`config.mk`:
```
export PLATFORM = sky130hd
export DESIGN_NAME = pipe_stage_reg_flat
export DESIGN_NICKNAME = d
export VERILOG_FILES = /design/src/rtl/pipe_stage_reg_if.sv /design/src/rtl/pipe_stage_reg.sv /design/src/flat_wrapper.sv
export SDC_FILE = /design/constraint.sdc
export NUM_CORES = 1
export LEC_CHECK = 0
export BUFFER_PORTS_ARGS = -buffer_cell sky130_fd_sc_hd__buf_2
export CAP_MARGIN = 20
export CORE_AREA = 8 8 142 144
export DETAILED_ROUTE_END_ITERATION = 12
export DIE_AREA = 0 0 150 152
export PLACE_DENSITY = 0.72
export SLEW_MARGIN = 20
export SYNTH_ARGS = -nofsm -noshare
export SYNTH_HDL_FRONTEND = slang
export SYNTH_SLANG_ARGS = --single-unit
```
`constraint.sdc`:
```
create_clock -name clk -period 2.6 [get_ports clk]
set_clock_uncertainty 0.2 [all_clocks]
set_input_delay 0.26 -clock clk [delete_from_list [all_inputs] [get_ports clk]]
set_output_delay 0.26 -clock clk [all_outputs]
set_load 0.02 [all_outputs]
```
`src/rtl/pipe_stage_reg_if.sv`:
```
// Handshake/payload bundle between pipeline control, producer stage and the
// inter-stage register.
interface pipe_stage_reg_if #(
  parameter int unsigned DW     = 32,
  parameter int unsigned AW     = 5,
  parameter int unsigned AUXW   = 8,
  parameter int unsigned SCW    = 64,
  parameter int unsigned CNTW   = 2,
  parameter int unsigned STALLW = 6,
  parameter int unsigned BCW    = 16
);
  logic [STALLW-1:0] stall;
  logic              flush;
  logic              in_valid;
  logic [AW-1:0]     in_wd;
  logic              in_wreg;
  logic [DW-1:0]     in_wdata;
  logic [DW-1:0]     in_hi;
  logic [DW-1:0]     in_lo;
  logic              in_whilo;
  logic [AUXW-1:0]   in_aux;
  logic [SCW-1:0]    scratch_i;
  logic [CNTW-1:0]   cnt_i;
  logic              out_valid;
  logic [AW-1:0]     out_wd;
  logic              out_wreg;
  logic [DW-1:0]     out_wdata;
  logic [DW-1:0]     out_hi;
  logic [DW-1:0]     out_lo;
  logic              out_whilo;
  logic [AUXW-1:0]   out_aux;
  logic [SCW-1:0]    scratch_o;
  logic [CNTW-1:0]   cnt_o;
  logic [BCW-1:0]    bubble_cnt;

  // Producer/control side
  modport master (
    output stall, flush, in_valid, in_wd, in_wreg, in_wdata, in_hi, in_lo,
           in_whilo, in_aux, scratch_i, cnt_i,
    input  out_valid, out_wd, out_wreg, out_wdata, out_hi, out_lo, out_whilo,
           out_aux, scratch_o, cnt_o, bubble_cnt
  );

  // Pipeline register side
  modport slave (
    input  stall, flush, in_valid, in_wd, in_wreg, in_wdata, in_hi, in_lo,
           in_whilo, in_aux, scratch_i, cnt_i,
    output out_valid, out_wd, out_wreg, out_wdata, out_hi, out_lo, out_whilo,
           out_aux, scratch_o, cnt_o, bubble_cnt
  );
endinterface

```
`src/rtl/pipe_stage_reg.sv`:
```
// Parametrised inter-stage pipeline register with stall/flush, scratch
// feedback to a stalled producer and a saturating bubble counter.
module pipe_stage_reg #(
  parameter int unsigned DW      = 32,
  parameter int unsigned AW      = 5,
  parameter int unsigned AUXW    = 8,
  parameter int unsigned SCW     = 64,
  parameter int unsigned CNTW    = 2,
  parameter int unsigned STALLW  = 6,
  parameter int unsigned STAGE   = 3,
  parameter int unsigned HILO_EN = 1,
  parameter int unsigned BCW     = 16
) (
  input  logic            clk,
  input  logic            rst,
  pipe_stage_reg_if.slave bus
);

  logic w_up;
  logic w_dn;
  logic w_load;
  logic w_clr;
  logic w_fb;
  logic w_bubble;

  logic            r_valid;
  logic [AW-1:0]   r_wd;
  logic            r_wreg;
  logic [DW-1:0]   r_wdata;
  logic [AUXW-1:0] r_aux;
  logic [SCW-1:0]  r_scratch;
  logic [CNTW-1:0] r_cnt;
  logic [BCW-1:0]  r_bubble;

  assign w_up = bus.stall[STAGE];
  assign w_dn = bus.stall[STAGE+1];

  // Flush and reset dominate; a lone dn without up still advances.
  assign w_load   = !rst && !bus.flush && !w_up;
  assign w_clr    = rst || bus.flush || (w_up && !w_dn);
  assign w_fb     = !rst && !bus.flush && w_up;
  assign w_bubble = !rst && !bus.flush && w_up && !w_dn;

  always_ff @(posedge clk) begin
    if (w_clr) begin
      r_valid <= 1'b0;
      r_wd    <= '0;
      r_wreg  <= 1'b0;
      r_wdata <= '0;
      r_aux   <= '0;
    end else if (w_load) begin
      r_valid <= bus.in_valid;
      r_wd    <= bus.in_wd;
      r_wreg  <= bus.in_wreg;
      r_wdata <= bus.in_wdata;
      r_aux   <= bus.in_aux;
    end
  end

  // Scratch is only meaningful while the producer is held; otherwise zero.
  always_ff @(posedge clk) begin
    if (w_fb) begin
      r_scratch <= bus.scratch_i;
      r_cnt     <= bus.cnt_i;
    end else begin
      r_scratch <= '0;
      r_cnt     <= '0;
    end
  end

  always_ff @(posedge clk) begin
    if (rst) begin
      r_bubble <= '0;
    end else if (w_bubble && (r_bubble != '1)) begin
      r_bubble <= r_bubble + BCW'(1);
    end
  end

  generate
    if (HILO_EN != 0) begin : g_hilo
      logic          r_whilo;
      logic [DW-1:0] r_hi;
      logic [DW-1:0] r_lo;

      always_ff @(posedge clk) begin
        if (w_clr) begin
          r_whilo <= 1'b0;
          r_hi    <= '0;
          r_lo    <= '0;
        end else if (w_load) begin
          r_whilo <= bus.in_whilo;
          r_hi    <= bus.in_hi;
          r_lo    <= bus.in_lo;
        end
      end

      assign bus.out_whilo = r_whilo;
      assign bus.out_hi    = r_hi;
      assign bus.out_lo    = r_lo;
    end else begin : g_no_hilo
      assign bus.out_whilo = 1'b0;
      assign bus.out_hi    = '0;
      assign bus.out_lo    = '0;
    end
  endgenerate

  assign bus.out_valid  = r_valid;
  assign bus.out_wd     = r_wd;
  assign bus.out_wreg   = r_wreg;
  assign bus.out_wdata  = r_wdata;
  assign bus.out_aux    = r_aux;
  assign bus.scratch_o  = r_scratch;
  assign bus.cnt_o      = r_cnt;
  assign bus.bubble_cnt = r_bubble;

endmodule

```
`src/flat_wrapper.sv`:
```
// flat-port wrapper written by rule: the top's interface ports become plain ports
module pipe_stage_reg_flat 
#(
  parameter int unsigned DW      = 32,
  parameter int unsigned AW      = 5,
  parameter int unsigned AUXW    = 8,
  parameter int unsigned SCW     = 64,
  parameter int unsigned CNTW    = 2,
  parameter int unsigned STALLW  = 6,
  parameter int unsigned STAGE   = 3,
  parameter int unsigned HILO_EN = 1,
  parameter int unsigned BCW     = 16
)
  (clk, rst, bus_stall, bus_flush, bus_in_valid, bus_in_wd, bus_in_wreg, bus_in_wdata, bus_in_hi, bus_in_lo, bus_in_whilo, bus_in_aux, bus_scratch_i, bus_cnt_i, bus_out_valid, bus_out_wd, bus_out_wreg, bus_out_wdata, bus_out_hi, bus_out_lo, bus_out_whilo, bus_out_aux, bus_scratch_o, bus_cnt_o, bus_bubble_cnt);
  pipe_stage_reg_if #(.DW(DW), .AW(AW), .AUXW(AUXW), .SCW(SCW), .CNTW(CNTW), .STALLW(STALLW), .BCW(BCW)) bus_i ();
  input  logic clk;
  input  logic rst;
  input wire logic [$bits(bus_i.stall)-1:0] bus_stall;
  input wire logic [$bits(bus_i.flush)-1:0] bus_flush;
  input wire logic [$bits(bus_i.in_valid)-1:0] bus_in_valid;
  input wire logic [$bits(bus_i.in_wd)-1:0] bus_in_wd;
  input wire logic [$bits(bus_i.in_wreg)-1:0] bus_in_wreg;
  input wire logic [$bits(bus_i.in_wdata)-1:0] bus_in_wdata;
  input wire logic [$bits(bus_i.in_hi)-1:0] bus_in_hi;
  input wire logic [$bits(bus_i.in_lo)-1:0] bus_in_lo;
  input wire logic [$bits(bus_i.in_whilo)-1:0] bus_in_whilo;
  input wire logic [$bits(bus_i.in_aux)-1:0] bus_in_aux;
  input wire logic [$bits(bus_i.scratch_i)-1:0] bus_scratch_i;
  input wire logic [$bits(bus_i.cnt_i)-1:0] bus_cnt_i;
  output wire logic [$bits(bus_i.out_valid)-1:0] bus_out_valid;
  output wire logic [$bits(bus_i.out_wd)-1:0] bus_out_wd;
  output wire logic [$bits(bus_i.out_wreg)-1:0] bus_out_wreg;
  output wire logic [$bits(bus_i.out_wdata)-1:0] bus_out_wdata;
  output wire logic [$bits(bus_i.out_hi)-1:0] bus_out_hi;
  output wire logic [$bits(bus_i.out_lo)-1:0] bus_out_lo;
  output wire logic [$bits(bus_i.out_whilo)-1:0] bus_out_whilo;
  output wire logic [$bits(bus_i.out_aux)-1:0] bus_out_aux;
  output wire logic [$bits(bus_i.scratch_o)-1:0] bus_scratch_o;
  output wire logic [$bits(bus_i.cnt_o)-1:0] bus_cnt_o;
  output wire logic [$bits(bus_i.bubble_cnt)-1:0] bus_bubble_cnt;
  assign bus_i.stall = bus_stall;
  assign bus_i.flush = bus_flush;
  assign bus_i.in_valid = bus_in_valid;
  assign bus_i.in_wd = bus_in_wd;
  assign bus_i.in_wreg = bus_in_wreg;
  assign bus_i.in_wdata = bus_in_wdata;
  assign bus_i.in_hi = bus_in_hi;
  assign bus_i.in_lo = bus_in_lo;
  assign bus_i.in_whilo = bus_in_whilo;
  assign bus_i.in_aux = bus_in_aux;
  assign bus_i.scratch_i = bus_scratch_i;
  assign bus_i.cnt_i = bus_cnt_i;
  assign bus_out_valid = bus_i.out_valid;
  assign bus_out_wd = bus_i.out_wd;
  assign bus_out_wreg = bus_i.out_wreg;
  assign bus_out_wdata = bus_i.out_wdata;
  assign bus_out_hi = bus_i.out_hi;
  assign bus_out_lo = bus_i.out_lo;
  assign bus_out_whilo = bus_i.out_whilo;
  assign bus_out_aux = bus_i.out_aux;
  assign bus_scratch_o = bus_i.scratch_o;
  assign bus_cnt_o = bus_i.cnt_o;
  assign bus_bubble_cnt = bus_i.bubble_cnt;
  pipe_stage_reg #(.DW(DW), .AW(AW), .AUXW(AUXW), .SCW(SCW), .CNTW(CNTW), .STALLW(STALLW), .STAGE(STAGE), .HILO_EN(HILO_EN), .BCW(BCW)) u_core (.clk(clk), .rst(rst), .bus(bus_i));
endmodule
```
==> impl_metrics.toml, run 1 <==
[final_layout]
fillers = 1333
final_nets = 1225
drive_gt1_share_pct = 51.14
syn2layout_area_growth_pct = 71.87
layout_commonest_cell = "buf_2"
final_cell_mix = "buf_2, dfxtp_1, dlygate4sd3_1"
stdcell_count = 1282

[routing]
initialDrtViolationCount = 345
wl_microns = 24350
wl_per_cell_microns = 18.99
first_pass_iters = 4
via_count = 6375
ant_nets = 0
routed_via_density = 4.973
drc = 0

[place]
dp_slack_ps = 407.2
place_hpwl_microns = 15300
portBuffers = 376
place.gp.congestion = 0.7810
place_inst = 1067

[floorplan]
die_area_sq_um = 22800
initial_core_util_pct = 35.30
row_count = 49
coreArea_sq_um = 17780
io_pins = 381
die_y_microns = 152
die_w_microns = 150

[power]
power.switching_mw = 1.597
p_sw_share_pct = 25.35
leakagePower_nw = 5.372
power.density_nw_per_um2 = 584.1
peakVddDrop_mv = 0.5049
clkPwrFrac_pct = 41.3
pwr-share-comb_pct = 10.4
p_seq_share_pct = 48.3
intPower_mw = 4.703

[critical_path]
ff2ff_path_depth = 6
crit_arrival_ps = 2540
cpMaxStageDelayCell = "or4_1"
critPathCaptureType = "flop"
slowest_delay_ps = 590
r2r_start = "u_core.bus.bubble_cnt[0]$_SDFFE_PP0P_"
cp.required_ps = 2750
reg2reg_to = "u_core.bus.bubble_cnt[14]$_SDFFE_PP0P_"
startpoint_type = "primary input"
r2r_setup_slack_ps = 580
crit_type = "primary input to flop"
crit_fanout = 12
crit_chain = "dlygate4sd3_1 -> buf_2 -> nor4b_2 -> nand4_2 -> or4_1 -> a21oi_1"

[clock_network]
clockBufferDepth = 2
ctsResizeCount = 0
clock-root-buffer = "clkbuf_16"
numCtsBuffers = 17
cts_setup_buffers = 0
clk_latency_ps = 430
path_clk_slew_ps = 70
cts_sinks = 194
cts_tree = "built"
cts_max_level = 4

[sta]
fmax_ghz = 0.4199
drv_slew = 0
worstMarginPinSlew_ps = 833.7
rsz0062_at_grt = "false"
setup-tns-final_ps = 0
fin_ws_ps = 218.6
period_share_pct = 91.59
period_needed_ps = 2381
relSlewSlack_pct = 44.42
finalHoldViolCount = 0
setup-violations-final = 0

[status]
status = "finished clean"

[synth]
synthDistinctLibCells = 39
synth_edf_count = 0
yosysWarnings = 0
ys_ff_latch = 194
synth_area_sq_um = 6276
syn_avg_cell_area_sq_um = 12.58
async_reset_ff_share_pct = 0
yosys_most_used_dff = "dfxtp_1"
syn_nets = 687
synth.yosys.seq_area_share_pct = 61.88
syn_inst = 499

[flow_run]
cap_violations = 0

[global_routing]
grt.busiest_layer = "met2"
grt_use_met3_pct = 7.752
grt_pass1_wl_microns = 37680
grt_overflow = 0
grt_use_met1_pct = 22.68
grt_max_degree = 79
antenna_found_initial = 3
grt_use_met2_pct = 34.98
grt.total_usage_pct = 20.83
grt_pass1_vias = 6780

[hold_path]
hold_path.class = "primary input to flop"
hold_end = "u_core.bus.bubble_cnt[1]$_SDFFE_PP0P_"
min_path_cells = 4
worstHoldStart = "bus_flush"
[what timing repair did]
action | 4_1_cts | 5_1_grt
endpoints found under the setup margin | 0 | 0
hold buffers | 180 | 0
hold endpoints to repair | 184 | 0
[flip-flops by register name, summed over array words and instances, names as in the netlist]
register and flops:
u_core.bus.out_wreg 1, u_core.bus.out_whilo 1, u_core.bus.bubble_cnt 16, u_core.bus.out_valid 1
u_core.bus.scratch_o 64, u_core.bus.out_wd 5, u_core.bus.out_aux 8, u_core.bus.out_lo 32
u_core.bus.cnt_o 2, u_core.bus.out_hi 32, u_core.bus.out_wdata 32
[worst max-delay path by stage]
| stage | cells after the start | startpoint | to | slack (ps) |
|---|---|---|---|---|
| final | 6 | rst | u_core.bus.bubble_cnt[15]$_SDFFE_PP0P_ | 220 |
| after global routing | 6 | rst | u_core.bus.bubble_cnt[15]$_SDFFE_PP0P_ | 70 |
| after floorplan | 6 | u_core.bus.bubble_cnt[0]$_SDFFE_PP0P_ | u_core.bus.bubble_cnt[14]$_SDFFE_PP0P_ | 480 |
| after detailed placement | 5 | rst | u_core.bus.bubble_cnt[5]$_SDFFE_PP0P_ | 410 |
| after CTS | 6 | rst | u_core.bus.bubble_cnt[15]$_SDFFE_PP0P_ | 270 |
| after global placement | 5 | rst | u_core.bus.bubble_cnt[15]$_SDFFE_PP0P_ | 430 |
[power by group through the flow]
stage	clock network (mW)	registers [mW]	logic, mW
floorplan	0	3.18	0.126
global placement	0	3.11	0.420
detailed placement	0	3.11	0.424
CTS	2.67	3.04	0.640
global route	2.78	3.05	0.699
finish	2.60	3.04	0.657
[Yosys cell counts, types with 2 or more instances]
library cell / n / area (sq um)
nor2b_1: 4 / 25.02
clkbuf_1: 43 / 161.4
o41ai_1: 2 / 17.52
nor2_1: 4 / 15.01
mux2i_1: 3 / 30.03
nor3_1: 2 / 10.01
or4_1: 7 / 52.55
o31ai_1: 8 / 60.06
nand3_1: 5 / 25.02
nand2_1: 3 / 11.26
buf_2: 4 / 20.02
inv_1: 3 / 11.26
nand4_1: 5 / 31.28
o221a_2: 110 / 1239
dfxtp_1: 194 / 3884
a21oi_1: 10 / 50.05
o21ai_0: 3 / 15.01
and4_1: 2 / 17.52
and2_1: 67 / 419.2
[area by class of cell]
class / count / area (sq um) / share of cell area, %
Sequential cell: 194 / 3884 / 36.01
Timing Repair Buffer: 567 / 3794 / 35.17
Multi-Input combinational cell: 254 / 2211 / 20.50
Clock buffer: 18 / 439.2 / 4.071
Tap cell: 229 / 286.5 / 2.656
Clock inverter: 14 / 153.9 / 1.427
Inverter: 3 / 11.26 / 0.1044
Antenna cell: 3 / 7.507 / 0.06960
[per-stage QoR]
stage | area, sq um | power, mW | hold WS [ps] | utilization, %
floorplan | 6276 | 3.303 | 181.7 | -
global placement | 8384 | 3.528 | 259.3 | 47.16
detailed placement | 8384 | 3.534 | 261.1 | 47.16
CTS | 10780 | 6.345 | 46.03 | 60.63
global route | 10790 | 6.530 | 82.41 | 60.67
finish | 10790 | 6.300 | 78.01 | 60.67
[cells by family (layout without fill, tap and decap cells)]
kind of cell / count (synthesis) / count (layout) / share of synthesized area [%]
fa+ha+maj: 1 / 1 / 0.1993
mux: 4 / 4 / 0.6579
buf+inv: 51 / 602 / 3.130
simple gates: 110 / 110 / 11.32
flops: 194 / 194 / 61.88
other cells: 0 / 3 / 0
compound gates: 139 / 139 / 22.81
[layer usage]
layer / wire length (microns) / share of wire, %
met1: 9259 / 38
met2: 12010 / 49
met3: 2278 / 9.4
met4: 801 / 3.3
met5: 0 / 0
[critical path, delay by kind of cell]
kind / cells / cell delay (ps)
compound gates: 1 / 150
simple gates: 3 / 1360
buf+inv: 2 / 760
(Power assumes the default switching activity.)
==> run 2, diff against run 1 <==
- BUFFER_PORTS_ARGS: -buffer_cell sky130_fd_sc_hd__buf_2 -> unset
- DONT_BUFFER_PORTS: unset -> 1
- PLACE_DENSITY: 0.72 -> unset
==> impl_metrics.toml, run 2 <==
[status]
status = "aborted with a tool error"
haltStage = "4_1_cts"
first-error = "[ERROR RSZ-0060] Max buffer count reached."

[clock_network]
cts_sinks = 194
ctsResizeCount = 0
clockBufferDepth = 2
clock-root-buffer = "clkbuf_16"
numCtsBuffers = 17
cts_setup_buffers = 0
cts_max_level = 4
cts_hold_buf = 146

[synth]
synth-adder-area-share_pct = 0.1994
synthDistinctLibCells = 39
syn_nets = 687
synthTopCellsByCount = "dfxtp_1, o221a_2, and2_1"
yosysTopAreaCell = "dfxtp_1"
async_reset_ff_share_pct = 0
synth_xor_area_share_pct = 0
synth_top_family_by_area = "compound AO/OA/AOI/OAI gates"
yosys.area_share.simple_pct = 11.32
synth_edf_count = 0
synthTopCellsByArea = "dfxtp_1, o221a_2, and2_1"
synth_area_sq_um = 6276
yosysTopAreaCellShare_pct = 61.88
synth.most_common_cell = "dfxtp_1"
yosys_most_used_dff = "dfxtp_1"
synth_mux_area_share_pct = 0.6579
yosysWarnings = 0
synth_compound_area_share_pct = 22.81
syn_avg_cell_area_sq_um = 12.58
ys_ff_latch = 194
syn_inst = 499
synth.yosys.seq_area_share_pct = 61.88

[floorplan]
initial_core_util_pct = 35.30
die_w_microns = 150
row_count = 49
io_pins = 381
die_y_microns = 152

[place]
place.gp.congestion = 0.7633
portBuffers = 0
place_hpwl_microns = 13690
run 2: cells by family after synthesis:
kind of cell	count (synthesis)
fa+ha+maj	1
compound gates	139
buf+inv	51
mux	4
flops	194
simple gates	110
run 2: metrics by stage:
stage / util [%] / instances / cell area (sq um) / hold slack [ps] / setup WS (ps)
after detailed placement: 36.52 / 690 / 6492 / 134.5 / 487.3
after global placement: 36.52 / 690 / 6492 / 132.8 / 535.1
after floorplan: - / 499 / 6276 / 181.7 / 483.9
==> run 3, diff against run 2 <==
- CORE_AREA: 8 8 142 144 -> unset
- CORE_MARGIN: unset -> 8
- CORE_UTILIZATION: unset -> 30
- DIE_AREA: 0 0 150 152 -> unset
- PLACE_DENSITY_LB_ADDON: unset -> 0.15
==> impl_metrics.toml, run 3 <==
[status]
status = "aborted with a tool error"
haltStage = "4_1_cts"
first-error = "[ERROR RSZ-0060] Max buffer count reached."

[place]
place.gp.congestion = 0.7380
dp_slack_ps = 408.2
place_hpwl_microns = 14040
portBuffers = 0

[clock_network]
cts_max_level = 4
clockBufferDepth = 2
cts_setup_buffers = 0
ctsResizeCount = 0
clock-root-buffer = "clkbuf_16"
cts_hold_buf = 155
cts_sinks = 194
numCtsBuffers = 17

[synth]
syn_nets = 687
synth.yosys.seq_area_share_pct = 61.88
synthTopCellsByCount = "dfxtp_1, o221a_2, and2_1"
yosysTopAreaCellShare_pct = 61.88
synth_compound_area_share_pct = 22.81
synthTopCellsByArea = "dfxtp_1, o221a_2, and2_1"
synth_area_sq_um = 6276
synth_edf_count = 0
synth_top_family_by_area = "compound AO/OA/AOI/OAI gates"
yosysTopAreaCell = "dfxtp_1"
synthDistinctLibCells = 39
yosys_most_used_dff = "dfxtp_1"
syn_avg_cell_area_sq_um = 12.58
yosys.area_share.simple_pct = 11.32
yosysWarnings = 0
synth_xor_area_share_pct = 0
synth_mux_area_share_pct = 0.6579
async_reset_ff_share_pct = 0
synth.most_common_cell = "dfxtp_1"
ys_ff_latch = 194
syn_inst = 499
synth-adder-area-share_pct = 0.1994

[floorplan]
row_count = 53
die_w_microns = 160.6
die_y_microns = 160.6
initial_core_util_pct = 30.24
io_pins = 381
-- run 3: cell counts after synthesis --
Identical to the previous run, type by type.
-- run 3: metrics by stage --
stage	cell area, sq um	std cells
after floorplan	6276	499
after global placement	6535	734
after detailed placement	6535	734
-- run 3: cells by family after synthesis --
group | after synthesis
DFF | 194
AOI/OAI and AO/OA | 139
and+or+nand+nor | 110
buffers and inverters | 51
muxes | 4
adders and majority gates | 1
